$ cat config.mk
export PLATFORM = sky130hd
export DESIGN_NAME = life_cell_gen
export DESIGN_NICKNAME = d
export VERILOG_FILES = /design/src/rtl/life_cell_gen.sv
export SDC_FILE = /design/constraint.sdc
export NUM_CORES = 1
export LEC_CHECK = 0
export BUFFER_PORTS_ARGS = -buffer_cell sky130_fd_sc_hd__buf_2
export CORE_MARGIN = 3
export CORE_UTILIZATION = 38
export CTS_CLUSTER_SIZE = 8
export DETAILED_ROUTE_END_ITERATION = 10
export MAX_ROUTING_LAYER = met4
export PLACE_DENSITY_LB_ADDON = 0.1
export SETUP_SLACK_MARGIN = 0.05
export SLEW_MARGIN = 25
export SYNTH_ARGS = -nofsm -noshare
export SYNTH_HDL_FRONTEND = slang
export SYNTH_SLANG_ARGS = --single-unit
$ cat constraint.sdc
create_clock -name clk -period 4.2 [get_ports clk]
set_input_delay 0.21 -clock clk [delete_from_list [all_inputs] [get_ports clk]]
set_output_delay 0.21 -clock clk [all_outputs]
set_load 0.005 [all_outputs]
$ cat src/rtl/life_cell_gen.sv
// Game-of-Life / Generations cell with programmable birth/survive masks and
// neighbor popcount. Optional alive-age counter built when LIFE_CELL_AGE_EN is defined.
module life_cell_gen #(
   parameter  int N_NEIGHBORS = 8,
   parameter  int STATES      = 2,
   parameter  int AGE_W       = 8,
   localparam int CW          = $clog2(N_NEIGHBORS + 1),
   localparam int SW          = $clog2(STATES)
) (
   input  logic                   clk,
   input  logic                   rst,
   input  logic                   ena,
   input  logic                   load,
   input  logic                   state_0,
   input  logic [N_NEIGHBORS:0]   birth_mask,
   input  logic [N_NEIGHBORS:0]   survive_mask,
   input  logic [N_NEIGHBORS-1:0] neighbors,
   output logic [CW-1:0]          living_neighbors,
   output logic [SW-1:0]          state_d,
   output logic [SW-1:0]          state_q,
   output logic                   alive_q,
   output logic                   changed_q,
   output logic [AGE_W-1:0]       age_q
);

   localparam logic [SW-1:0] ST_DEAD        = '0;
   localparam logic [SW-1:0] ST_ALIVE       = SW'(1);
   localparam logic [SW-1:0] ST_FIRST_DYING = SW'(2);
   localparam logic [SW-1:0] ST_LAST        = SW'(STATES - 1);

   always_comb begin
      living_neighbors = '0;
      for (int i = 0; i < N_NEIGHBORS; i++) begin
         living_neighbors = living_neighbors + CW'(neighbors[i]);
      end
   end

   // Dying cells ignore neighbors; out-of-range codes fall through to dead.
   always_comb begin
      state_d = ST_DEAD;
      if (state_q == ST_DEAD) begin
         state_d = birth_mask[living_neighbors] ? ST_ALIVE : ST_DEAD;
      end else if (state_q == ST_ALIVE) begin
         if (survive_mask[living_neighbors]) begin
            state_d = ST_ALIVE;
         end else if (STATES > 2) begin
            state_d = ST_FIRST_DYING;
         end else begin
            state_d = ST_DEAD;
         end
      end else if (state_q < ST_LAST) begin
         state_d = state_q + SW'(1);
      end else begin
         state_d = ST_DEAD;
      end
   end

   always_ff @(posedge clk) begin
      if (rst) begin
         state_q   <= ST_DEAD;
         changed_q <= 1'b0;
      end else if (load) begin
         state_q   <= SW'(state_0);
         changed_q <= 1'b0;
      end else if (ena) begin
         state_q   <= state_d;
         changed_q <= (state_d != state_q);
      end
   end

   assign alive_q = (state_q == ST_ALIVE);

`ifdef LIFE_CELL_AGE_EN
   function automatic logic [AGE_W-1:0] sat_inc(input logic [AGE_W-1:0] v);
      return (&v) ? v : v + AGE_W'(1);
   endfunction

   logic [AGE_W-1:0] age_r;

   // A birth edge restarts at zero; only alive-to-alive steps count.
   always_ff @(posedge clk) begin
      if (rst || load) begin
         age_r <= '0;
      end else if (ena) begin
         age_r <= (state_d == ST_ALIVE && state_q == ST_ALIVE) ? sat_inc(age_r) : '0;
      end
   end

   assign age_q = age_r;
`else
   assign age_q = '0;
`endif

endmodule

==> results of run 1 <==
-- per-stage QoR --
| stage | hold slack (ns) | utilization (%) | total power, mW |
|---|---|---|---|
| 6_report | 0.305 | 56.1 | 0.289 |
| 3_3_place_gp | 0.481 | 54.1 | 0.244 |
| 5_1_grt | 0.318 | 56.1 | 0.325 |
| 4_1_cts | 0.303 | 55.8 | 0.290 |
| 2_1_floorplan | 0.384 | - | 0.197 |
| 3_5_place_dp | 0.496 | 54.1 | 0.247 |
-- worst min-delay path: stages --
cell	delay (ns)
buf_2	0.11
nand2_1	0.07
o31ai_1	0.07
-- per-layer routing --
layer  GRT usage, %  vias up  wire length [µm]
met5              -        -                 0
met3           3.98        0               119
li1               -      286                 -
met2           21.8       32               600
met1           16.7      248               524
met4           3.51        0                 0
-- state kept, by name, summed over array words and instances, names as in the netlist --
name and cells:
alive_q 1, changed_q 1
-- synthesized netlist by cell type --
| cell type | instances |
|---|---|
| dfxtp_1 | 2 |
| a21oi_1 | 1 |
| nand3b_1 | 1 |
| conb_1 | 1 |
| nor3_1 | 2 |
| inv_1 | 13 |
| mux4_1 | 2 |
| or3_1 | 1 |
| o211ai_1 | 2 |
| xor2_1 | 1 |
| o41a_1 | 1 |
| buf_4 | 9 |
| and4bb_2 | 1 |
| mux2i_1 | 1 |
| nor2_1 | 2 |
| nor4bb_1 | 1 |
| nand2_1 | 2 |
| ha_1 | 3 |
| nor4_1 | 1 |
| nand3_2 | 1 |
| buf_6 | 1 |
| nand4b_1 | 1 |
| fa_1 | 4 |
| o2111ai_1 | 2 |
| a21oi_2 | 1 |
| nand4bb_1 | 1 |
| nand2b_1 | 1 |
| o31ai_1 | 1 |
| or3b_1 | 1 |
| mux4_2 | 2 |
-- final timing paths --
path | depth (start not counted) | slack [ns] | to | from
max reg2reg | 4 | 2.87 | alive_q | alive_q
min reg2reg | 2 | 0.50 | changed_q | changed_q
min | 3 | 0.31 | changed_q | ena
max | 14 | 0.21 | state_d | neighbors[0]
-- where the power goes --
part | switching (mW) | internal (mW)
sequential | 0.00579 | 0.0229
clock | 0.00889 | 0.0313
combinational | 0.102 | 0.118
-- placed cells by master (no fill, tap or decap), drive strengths merged, types with 2 or more instances in the layout --
master | synthesis | routed
nor3 | 2 | 2
o211ai | 2 | 2
ha | 3 | 3
conb | 1 | 8
inv | 13 | 13
a21oi | 2 | 2
mux4 | 4 | 4
o2111ai | 2 | 2
fa | 4 | 4
clkbuf | 0 | 3
nand2 | 2 | 2
nor2 | 2 | 2
dfxtp | 2 | 2
buf | 10 | 38
-- area by class of cell --
| class | count | area (µm²) | share of cell area, % |
|---|---|---|---|
| Sequential cell | 2 | 40.0 | 5.22 |
| Inverter | 13 | 48.8 | 6.36 |
| Timing Repair Buffer | 38 | 190 | 24.8 |
| Multi-Input combinational cell | 45 | 447 | 58.2 |
| Clock buffer | 3 | 22.5 | 2.94 |
| Tap cell | 15 | 18.8 | 2.45 |
-- what timing repair did --
action	4_1_cts	5_1_grt
endpoints found under the hold margin	0	0
endpoints found under the setup margin	0	1
resized for setup	0	2
setup buffers	0	0
-- cell families (layout without fill, tap and decap cells) --
family                   count (synthesis)  in the layout  share of synthesized area, %
adder cells (fa/ha/maj)                  7              7                          20.2
multiplexers                             5              5                          18.5
AND/OR/NAND/NOR                         16             16                          19.3
other                                    1              8                         0.643
AO/OA/AOI/OAI                            8              8                          11.2
buffers and inverters                   23             54                          21.9
XOR/XNOR                                 1              1                          1.50
flip-flops                               2              2                          6.87
==> run summary, run 1 <==
Placed Cells incl. Taps: 113
Iter 0 DRT Violations: 4
Hold crit path type: input pin to register
Die W: 45.2 µm
Final Wtd Congestion: 0.735
Clk root buf: clkbuf_4
Standard cell core area: 1370 µm²
WL/cell: 10.7 µm
Crit-path max FO: 7
Sequential area share after synthesis: 6.87%
Setup crit end kind: output pin
Min Tclk post-route: 3.99 ns
Global-route wire length before repair: 1990 µm
Crit path max-delay family: adder cells
Vias in the first global route: 500
Hold Vio Cnt, Final: 0
Num ports: 47
Unique cell type count in the Yosys netlist: 30
Global route overflow: 0
Drt drc: 0
Flops & latches, synth: 2
Max-Cap Viols: 0
Cells after Synth: 63
Leakage: 0.425 nW
DP Area: 739 µm²
Slew Viols, Final: 0
Total Die Area: 2040 µm²
# rows: 13
Ant. Diodes: 0
Syn. warnings: 0
CTS Sinks: 2
Status: finished clean
Worst-path clk slew: 0.03 ns
Final WL: 1240 µm
Kind of critical path: input pin to output pin
Clk_lat worst skew: 0.22 ns
Total number of vias: 566
Area contributors post-synth: fa_1 (14%), buf_4 (12%), mux4_1 (9.0%), inv_1 (8.4%), mux4_2 (7.7%)
PwrDens: 377 nW/µm²
H-tree depth: 1
Post-route cell area: 767 µm²
Fmax: 251 MHz
Max incr delay on CP: 0.60 ns
Yosys top cell by area: fa_1
Req. time, crit path: 3.99 ns
Worst Slack Setup Final: 0.210 ns
Fill cells: 147
DIE HEIGHT: 45.2 µm
Final setup viols: 0
WP data arrival: 3.78 ns
Proportion of layout cells with a drive suffix above 1: 47.5%
Synth Area per Inst: 9.25 µm²
Post-route insts no fill: 116
Initial antenna violation count: 0
Hpwl dp: 1100 µm
Slowest-stage cell, CP: fa_2
TNS Setup: 0 ns
Clock Path Buffers: 2
DP Worst Slack: 0.135 ns
Port Buffer Count: 38
Via density: 4.88
Fin crit share: 95.0%
Gr usage total: 13.6%
Area grow syn2layout: 31.5%
Largest net degree at the start of global routing: 10
Yosys top cell area share: 13.7%
CP startpoint kind: input pin
Crit path buffers/inverters: 5
Router iterations before antenna repair: 3
Worst Clk Skew: 0.00126 ns
CTS tree: done
Final nets: 141
Hold Buf Count CTS: 0
RSZ-0062 raised after global routing: yes
Starting density of the core: 42.7%
Cell Area, Synth: 583 µm²
Ordered cell list for the critical path: buf_2 > fa_1 > inv_1 > fa_1 > fa_1 > inv_1 > ha_2 > inv_1 > fa_2 > mux4_2 > mux2i_1 > nor3_1 > or3_1 > buf_2
CTS Buf Count: 3
Peak supply drop: 0.237 mV
Post-route ant nets: 0
Note: power is estimated with default switching activity, not from simulation.
==> run 2, diff against run 1 <==
--- a/config.mk
+++ b/config.mk
@@ -5,11 +5,11 @@
 export SDC_FILE = /design/constraint.sdc
 export NUM_CORES = 1
 export LEC_CHECK = 0
-export BUFFER_PORTS_ARGS = -buffer_cell sky130_fd_sc_hd__buf_2
-export CORE_MARGIN = 3
-export CORE_UTILIZATION = 38
+export CORE_AREA = 3 3 40 42
 export CTS_CLUSTER_SIZE = 8
 export DETAILED_ROUTE_END_ITERATION = 10
+export DIE_AREA = 0 0 43 45
+export DONT_BUFFER_PORTS = 1
 export MAX_ROUTING_LAYER = met4
 export PLACE_DENSITY_LB_ADDON = 0.1
 export SETUP_SLACK_MARGIN = 0.05
==> run summary, run 2 (synthesized netlist as in run 1, its figures left out) <==
Crit path max-delay family: adder cells
Total number of vias: 450 (-20%)
Kind of critical path: input pin to output pin
Final Wtd Congestion: 0.739 (+0.65%)
CTS Buf Count: 3 (unchanged)
CP startpoint kind: input pin
Max-Cap Viols: 0 (unchanged)
Clk root buf: clkbuf_4
Min Tclk post-route: 3.79 ns (-0.199 ns)
DP Area: 549 µm² (-26%)
PwrDens: 430 nW/µm² (+14%)
Sw Share: 42.7% (+2.3 points)
Iter 0 DRT Violations: 2 (-2)
Cell Int Power: 0.141 mW (-18%)
# rows: 13 (unchanged)
Peak supply drop: 0.223 mV (-5.9%)
WP data arrival: 3.58 ns (-0.20 ns)
Global-route wire length before repair: 1520 µm (-24%)
Fin util: 44.5% (-12 points)
Net Sw Power: 0.105 mW (-10%)
Combinational share of power: 70.7% (-5.5 points)
Crit-path max FO: 7 (unchanged)
DIE HEIGHT: 45 µm (-0.38%)
Setup crit end kind: output pin
Via density: 5.77 (+18%)
Ant. Diodes: 0 (unchanged)
Drt drc: 0 (unchanged)
Gr usage total: 10.7% (-2.9 points)
Final setup viols: 0 (unchanged)
Vias in the first global route: 400 (-20%)
Starting density of the core: 45.4% (+2.7 points)
Crit path buffers/inverters: 3 (-2)
Clk_lat worst skew: 0.22 ns (about the same)
Ordered cell list for the critical path: fa_1 > inv_1 > fa_1 > fa_1 > inv_1 > ha_1 > inv_1 > fa_1 > mux4_2 > mux2i_1 > nor3_1 > or3_1
Hold Buf Count CTS: 0 (unchanged)
Die W: 43 µm (-4.8%)
Fill cells: 132 (-10%)
Port Buffer Count: 0 (-100%)
Worst-path clk slew: 0.03 ns (about the same)
Slowest-stage cell, CP: fa_1
RSZ-0062 raised after global routing: no
DP Worst Slack: 0.381 ns (+0.246 ns)
Total Die Area: 1940 µm² (-5.2%)
CTS Sinks: 2 (unchanged)
Largest net degree at the start of global routing: 10 (unchanged)
Hold-critical path depth: 2 (-1)
Clock Path Buffers: 2 (unchanged)
Post-route ant nets: 0 (unchanged)
CTS resizes: 0 (unchanged)
Reg2Reg Depth: 4 (unchanged)
H-tree depth: 1 (unchanged)
Req. time, crit path: 3.99 ns (about the same)
Router iterations before antenna repair: 2 (-1)
Standard cell core area: 1280 µm² (-6.0%)
Fin crit share: 90.3% (-4.7 points)
Commonest non-fill, non-tap cell in the layout: inv_1
Postcts setup bufs: 0 (unchanged)
Final WL: 1010 µm (-18%)
Fmax: 264 MHz (+5.2%)
Leakage: 0.272 nW (-36%)
Post-route cell area: 572 µm² (-25%)
CTS tree: done
TNS Setup: 0 ns (unchanged)
Hold Vio Cnt, Final: 0 (unchanged)
Status: finished clean
Worst Clk Skew: 0.00101 ns (-0.000250 ns)
Sequential fraction of design power: 12.5% (+2.6 points)
Stages on the worst setup path: 12 (-2)
Slew Viols, Final: 0 (unchanged)
Worst Slack Setup Final: 0.409 ns (+0.199 ns)
Crit path top cell by count: fa_1
Most frequent cells in the layout: inv_1 (13), conb_1 (8), fa_1 (4), ha_1 (3), clkbuf_4 (3)
Clock power frac: 16.7% (+2.8 points)
Hold crit path type: input pin to register
Pwr Total: 0.246 mW (-15%)
Global route overflow: 0 (unchanged)
WL/cell: 13.0 µm (+21%)
Initial antenna violation count: 0 (unchanged)
Hpwl dp: 905 µm (-18%)
Area grow syn2layout: -1.93%
Num ports: 47 (unchanged)
Max incr delay on CP: 0.61 ns (about the same)
Proportion of layout cells with a drive suffix above 1: 12.7% (-35 points)
Final nets: 103 (-27%)
## run 2: cell types whose count changed in the layout (fill, tap and decap cells not counted)
cell	change
buf_2	-38
ha_1	+1
fa_2	-1
fa_1	+1
ha_2	-1
## run 2: power groups by stage
| stage | registers, mW | clock network (mW) | logic [mW] |
|---|---|---|---|
| after floorplan | 0.0281 | 0 | 0.169 |
| after global placement | 0.0312 | 0 | 0.177 |
| after detailed placement | 0.0309 | 0 | 0.177 |
| after CTS | 0.0311 | 0.0430 | 0.177 |
| after global routing | 0.0312 | 0.0468 | 0.198 |
| final | 0.0308 | 0.0411 | 0.174 |
## run 2: per-stage QoR
step / hold slack (ns) / std cells
5_1_grt: 0.178 / 78
4_1_cts: 0.172 / 78
6_report: 0.178 / 78
3_3_place_gp: 0.411 / 75
2_1_floorplan: 0.384 / 70
3_5_place_dp: 0.404 / 75
## run 2: path summary, 6_finish.rpt
kind | startpoint | endpoint | slack, ns
max | neighbors[0] | state_d | 0.41
min | ena | changed_q | 0.18
max reg2reg | alive_q | alive_q | 2.78
min reg2reg | changed_q | changed_q | 0.51
## run 2: layer usage
metal  up-vias  track usage, %  share of wire, %  wire (µm)
li1        212               -                 -          -
met1       207            14.7                45        458
met2        31            14.7                45        458
met3         0            3.59               9.6         97
met4         0            3.61                 0          0
met5         -               -                 0          0
## run 2: area by class of cell
cell class | count | area, µm² | area share (%)
Multi-Input combinational cell | 45 | 442 | 77.2
Inverter | 13 | 48.8 | 8.53
Sequential cell | 2 | 40.0 | 7.00
Clock buffer | 3 | 22.5 | 3.94
Tap cell | 15 | 18.8 | 3.28
